--- src/rtl/lscnt_pkg.sv ---
// lscnt_pkg: shared types for the lscnt_down_n loadable down counter.
//   lscnt_mode_t  : counting mode carried on MODE.
//   lscnt_state_t : RUN/HALT control state.
//   lscnt_sel_t   : next-value select handed from lscnt_ctl to the datapath.
// Optional feature macro used by the counter files: LSCNT_STICKY_UF_EN.
package lscnt_pkg;

    typedef enum logic [1:0] {
        WRAP    = 2'd0,
        RELOAD  = 2'd1,
        ONESHOT = 2'd2,
        RSVD    = 2'd3
    } lscnt_mode_t;

    typedef enum logic {
        RUN  = 1'b0,
        HALT = 1'b1
    } lscnt_state_t;

    typedef enum logic [2:0] {
        SEL_HOLD   = 3'd0,
        SEL_LOAD   = 3'd1,
        SEL_DEC    = 3'd2,
        SEL_WRAP   = 3'd3,
        SEL_RELOAD = 3'd4
    } lscnt_sel_t;

endpackage

--- src/rtl/lscnt_ctl.sv ---
// lscnt_ctl: RUN/HALT state machine and underflow flags for lscnt_down_n.
// Decides which value the counter takes on the next edge; the datapath
// itself (Q, RELOAD, decrement) lives in the top module.
// Ports:
//   clk, rst_n : clock, asynchronous active-low reset
//   zero       : counter currently equals zero
//   cil        : active-low count enable / borrow-in
//   ld         : parallel load request
//   mode       : counting mode
//   sel        : next-value select for the datapath
//   tc         : registered one-cycle pulse after an underflow
//   halted     : FSM is in HALT
//   ufclr      : clear for the sticky flag (LSCNT_STICKY_UF_EN only)
//   ufstk      : sticky underflow flag      (LSCNT_STICKY_UF_EN only)
module lscnt_ctl
    import lscnt_pkg::*;
(
    input  logic        clk,
    input  logic        rst_n,
    input  logic        zero,
    input  logic        cil,
    input  logic        ld,
    input  lscnt_mode_t mode,
`ifdef LSCNT_STICKY_UF_EN
    input  logic        ufclr,
    output logic        ufstk,
`endif
    output lscnt_sel_t  sel,
    output logic        tc,
    output logic        halted
);

    lscnt_state_t state;
    lscnt_state_t state_nxt;
    logic         uf;
    logic         tc_nxt;

    // Underflow only exists in RUN: HALT ignores the borrow-in entirely.
    assign uf     = (state == RUN) && !cil && zero;
    assign halted = (state == HALT);

    always_comb begin
        state_nxt = state;
        sel       = SEL_HOLD;
        if (state == HALT) begin
            if (ld) begin
                sel       = SEL_LOAD;
                state_nxt = RUN;
            end
        end else if (ld) begin
            sel = SEL_LOAD;
        end else if (!cil && !zero) begin
            sel = SEL_DEC;
        end else if (uf) begin
            case (mode)
                RELOAD:  sel = SEL_RELOAD;
                ONESHOT: begin
                    // Q already sits at zero, holding it is the one-shot stop.
                    sel       = SEL_HOLD;
                    state_nxt = HALT;
                end
                default: sel = SEL_WRAP;
            endcase
        end
    end

    // A load on the underflow edge suppresses the terminal-count pulse.
    assign tc_nxt = uf && !ld;

    always_ff @(posedge clk or negedge rst_n) begin
        if (!rst_n) begin
            state <= RUN;
            tc    <= 1'b0;
        end else begin
            state <= state_nxt;
            tc    <= tc_nxt;
        end
    end

`ifdef LSCNT_STICKY_UF_EN
    // Set has priority over clear so an underflow is never lost.
    always_ff @(posedge clk or negedge rst_n) begin
        if (!rst_n) begin
            ufstk <= 1'b0;
        end else if (uf) begin
            ufstk <= 1'b1;
        end else if (ufclr) begin
            ufstk <= 1'b0;
        end
    end
`endif

endmodule

--- src/rtl/lscnt_down_n.sv ---
// lscnt_down_n: WIDTH-bit loadable synchronous down counter with active-low
// borrow chaining (COL of a low stage feeds CIL of the next stage), three
// counting modes (wrap, auto-reload, one-shot), a reload register and a
// RUN/HALT state machine.
// Optional feature macro: LSCNT_STICKY_UF_EN adds UFCLR/UFSTK.
// Ports:
//   CLK    : clock, rising edge
//   RSTL   : asynchronous active-low reset
//   D      : parallel data for Q (LD) and RELOAD (LDR)
//   LD     : load Q from D
//   LDR    : load RELOAD from D
//   CIL    : active-low borrow-in / count enable
//   MODE   : 0 wrap, 1 auto-reload, 2 one-shot, 3 behaves as wrap
//   Q, QL  : count value and its bitwise inverse
//   COL    : active-low borrow-out, combinational
//   TC     : one-cycle pulse the cycle after an underflow
//   HALTED : one-shot has stopped
//   UFCLR  : clear sticky underflow flag (optional)
//   UFSTK  : sticky underflow flag       (optional)
module lscnt_down_n
    import lscnt_pkg::*;
#(
    parameter int               WIDTH   = 8,
    parameter logic [WIDTH-1:0] RST_VAL = '0
) (
    input  logic             CLK,
    input  logic             RSTL,
    input  logic [WIDTH-1:0] D,
    input  logic             LD,
    input  logic             LDR,
    input  logic             CIL,
    input  logic [1:0]       MODE,
`ifdef LSCNT_STICKY_UF_EN
    input  logic             UFCLR,
    output logic             UFSTK,
`endif
    output logic [WIDTH-1:0] Q,
    output logic [WIDTH-1:0] QL,
    output logic             COL,
    output logic             TC,
    output logic             HALTED
);

    logic [WIDTH-1:0] count;
    logic [WIDTH-1:0] count_nxt;
    logic [WIDTH-1:0] reload;
    logic             zero;
    lscnt_sel_t       sel;

    assign zero = (count == '0);

    lscnt_ctl u_ctl (
        .clk    (CLK),
        .rst_n  (RSTL),
        .zero   (zero),
        .cil    (CIL),
        .ld     (LD),
        .mode   (lscnt_mode_t'(MODE)),
`ifdef LSCNT_STICKY_UF_EN
        .ufclr  (UFCLR),
        .ufstk  (UFSTK),
`endif
        .sel    (sel),
        .tc     (TC),
        .halted (HALTED)
    );

    always_comb begin
        count_nxt = count;
        case (sel)
            SEL_LOAD:   count_nxt = D;
            SEL_DEC:    count_nxt = count - WIDTH'(1);
            SEL_WRAP:   count_nxt = '1;
            // Reads the pre-edge reload value, so an LDR on the same edge
            // only affects the next reload.
            SEL_RELOAD: count_nxt = reload;
            default:    count_nxt = count;
        endcase
    end

    always_ff @(posedge CLK or negedge RSTL) begin
        if (!RSTL) begin
            count  <= RST_VAL;
            reload <= RST_VAL;
        end else begin
            count <= count_nxt;
            if (LDR) begin
                reload <= D;
            end
        end
    end

    assign Q  = count;
    assign QL = ~count;
    // Borrow-out is suppressed in HALT so a stopped one-shot never
    // decrements the stage above it.
    assign COL = !(!CIL && zero && !HALTED);

endmodule

--- config.mk ---
export PLATFORM = sky130hd
export DESIGN_NAME = lscnt_down_n
export DESIGN_NICKNAME = d
export VERILOG_FILES = /design/src/rtl/lscnt_pkg.sv /design/src/rtl/lscnt_ctl.sv /design/src/rtl/lscnt_down_n.sv
export SDC_FILE = /design/constraint.sdc
export NUM_CORES = 1
export LEC_CHECK = 0
export BUFFER_PORTS_ARGS = -buffer_cell sky130_fd_sc_hd__buf_2
export CAP_MARGIN = 20
export CORE_ASPECT_RATIO = 0.9
export CORE_MARGIN = 3
export CORE_UTILIZATION = 51
export DETAILED_ROUTE_END_ITERATION = 10
export GPL_ROUTABILITY_DRIVEN = 1
export MAX_ROUTING_LAYER = met4
export PLACE_DENSITY = 0.85
export SLEW_MARGIN = 20
export SYNTH_ARGS = -nofsm -noshare
export SYNTH_HDL_FRONTEND = slang
export SYNTH_HIERARCHICAL = 1
export SYNTH_SLANG_ARGS = --single-unit
--- constraint.sdc ---
create_clock -name CLK -period 3.65 [get_ports CLK]
set_input_delay 0.73 -clock CLK [delete_from_list [all_inputs] [get_ports CLK]]
set_output_delay 0.73 -clock CLK [all_outputs]
set_load 0.01 [all_outputs]
==> run_results.csv <==
group,metric,value,unit
synthesis,synth_edf_count,0,
place,port_buffers,33,
sta,period_needed,2.99,ns
flow_run,drv_cap,0,
place,dp_worst_setup_slack,0.704,ns
detailed_routing,firstDrtPassIters,4,
sta,finClkSkew,0.00307,ns
critical_path,critPathMaxFanout,10,
synthesis,synthesis.area,1190,um2
final_layout,final_nets,177,
pwr,p_leak,0.636,nW
detailed_routing,viasPerCell,6.19,
detailed_routing,drc,0,
synthesis,synth_top_cell_by_area,"dfrtp_1",
sta,hold-worst-slack,0.359,ns
final_layout,area_delta_synth_final,17.5,%
floorplanning,die_w,57.0,um
global_route,antenna_found_initial,0,
detailed_routing,ant_nets,0,
global_route,grt_pass1_wl,4890,um
cts,cts.sinks,18,
critical_path,r2r-end,"Q[7]",
cts,postCtsSetupRepairBufs,0,
pwr,ir_worst_vdd,0.000310,V
synthesis,synth-async-reset-ratio,100,%
sta,layout_setup_ws,0.658,ns
critical_path,crit_type,"reg2reg",
sta,max_slew_margin,72.0,%
critical_path,required,3.82,ns
synthesis,synth_seq_area_share,37.8,%
synthesis,yosysMostFrequentCell,"dfrtp_1",
global_route,grt_overflow_total,0,
sta,maxSlewViolCount,0,
floorplanning,start_util,57.8,%
detailed_routing,wl,2880,um
cts,ctsResizeCount,0,
place,dpl.hpwl,2180,um
critical_path,rrSetupSlack,0.66,ns
pwr,powerDensity,334,nW/um2
floorplanning,die_area,2960,um2
cts,ctsHoldBuffers,0,
sta,setup_viol,0,
critical_path,startpoint_type,"register",
global_route,grt_use_total,21.4,%
synthesis,netlist_top_cells_count,"dfrtp_1, inv_1, nor2_1",
sta,period_share,82.0,%
final_layout,drive_above_1_share,37.6,%
floorplanning,core,2060,um2
sta,rsz0062_at_grt,"false",
critical_path,arrival,3.16,ns
synthesis,synth_area_per_cell,9.54,um2
cts,cts-buffers-inserted,3,
floorplanning,io_pins,34,
synthesis,ys_top_cells_by_area,"dfrtp_1, mux2_2, inv_1, o21ai_0, ha_1",
cts,clk_latency,0.29,ns
synthesis,ys_seq_elements,18,
cts,cts_buffer_depth,2,
critical_path,r2r-start,"Q[1]",
synthesis,ys_types,39,
synthesis,syn-num-nets,143,
cts,cts-root-buf,"clkbuf_4",
global_route,grt_start_max_net_pins,21,
sta,tightestPinTransition,0.419,ns
synthesis,ys_warn_count,6,
worst_hold_path,hold_class,"in2async",
floorplanning,core.rowCount,15,
cts,cts_tree,"built",
place,place_congestion,0.900,
floorplanning,die_h,51.9,um
critical_path,r2r_cells,12,
synthesis,synth_top_area_share,37.8,%
sta,fin_tns_setup,0,ns
critical_path,cp-end-kind,"register",
run_status,status,"finished, final reports clean",
detailed_routing,wl_per_cell,15.8,um
cts,htree_levels,1,
sta,fmax,0.334,GHz
synthesis,ys.flop_type,"dfrtp_1",
detailed_routing,drt-initial-drc-count,51,
sta,hold_violations,0,
global_route,grt_pass1_vias,1049,
detailed_routing,vias,1127,
cts,clkTransAtPathRegs,0.10,ns
synthesis,syn_inst,125,
final_layout,n_antenna_cell,0,
routing by layer:
layer	up-vias	global-route usage, %	share of wire, %
met3	2	5.21	7.3
met1	550	28.8	45
met5	-	-	0
met2	50	34.0	48
li1	525	-	-
met4	0	2.70	0.42
layout by cell type (no fill, tap or decap), types with 3 or more instances in the layout:
| cell | synthesis | routed |
|---|---|---|
| inv_1 | 15 | 15 |
| a32o_1 | 3 | 3 |
| dfrtp_1 | 18 | 18 |
| buf_2 | 2 | 33 |
| nor2_1 | 10 | 10 |
| clkbuf_4 | 0 | 3 |
| mux2_2 | 9 | 9 |
| ha_1 | 3 | 3 |
| mux2i_1 | 3 | 3 |
| nand2_1 | 6 | 6 |
| nor4_1 | 3 | 3 |
| a21oi_1 | 5 | 5 |
| o22ai_1 | 3 | 3 |
| o21ai_0 | 9 | 9 |
| buf_4 | 0 | 4 |
area by class of cell:
cell class | count | area [um2]
clock buffers | 3 | 22.5
fillers | 173 | 663
inverters | 15 | 56.3
multi-input cells | 84 | 646
flip-flops and latches | 18 | 450
well taps | 25 | 31.3
repair buffers | 37 | 195
metrics by stage:
stage / cells / util [%] / cell area [um2] / power, mW
floorplan: 125 / - / 1190 / 0.324
global placement: 179 / 66.8 / 1380 / 0.368
detailed placement: 179 / 66.8 / 1380 / 0.374
CTS: 182 / 67.9 / 1400 / 0.472
global route: 182 / 67.9 / 1400 / 0.496
finish: 182 / 67.9 / 1400 / 0.468
state kept, by name (all words and copies together), names as in the netlist:
signal / flops
Q: 8
reload: 8
u_ctl/halted: 1
u_ctl/tc: 1
report_power, final:
| group | switching, mW | total (mW) | leakage (nW) | internal, mW |
|---|---|---|---|---|
| Clock | 0.0586 | 0.0969 | 0.0138 | 0.0383 |
| Combinational | 0.0669 | 0.124 | 0.409 | 0.0573 |
| Sequential | 0.0277 | 0.246 | 0.214 | 0.219 |
| Total | 0.153 | 0.468 | 0.636 | 0.314 |
worst max path at each step:
| stage | startpoint | endpoint | slack (ns) | cells past startpoint |
|---|---|---|---|---|
| after floorplan | Q[1] | Q[7] | 0.44 | 11 |
| after global placement | Q[0] | Q[7] | 0.86 | 12 |
| after detailed placement | Q[1] | Q[7] | 0.70 | 12 |
| after CTS | Q[1] | Q[7] | 0.67 | 12 |
| after global routing | Q[0] | Q[7] | 0.40 | 12 |
| final | Q[1] | Q[7] | 0.66 | 12 |
critical path: stages (launching register included):
cell and delay (ns):
dfrtp_1 0.45, inv_1 0.10, ha_1 0.17, or4b_4 0.48, nor4_1 0.20, buf_4 0.19
nor4b_4 0.20, and2_1 0.31, buf_4 0.23, mux2i_1 0.20, o22ai_1 0.10, a31oi_1 0.17
o41ai_2 0.09
logic make-up after synthesis:
group,after synthesis,share of synthesized area [%]
mux,12,11.0
fa+ha+maj,3,3.15
xor+xnor,2,1.47
compound gates,35,21.5
simple gates,32,17.0
buf+inv,23,8.08
flops,18,37.8
No activity file was read; power rests on OpenSTA's default activity.
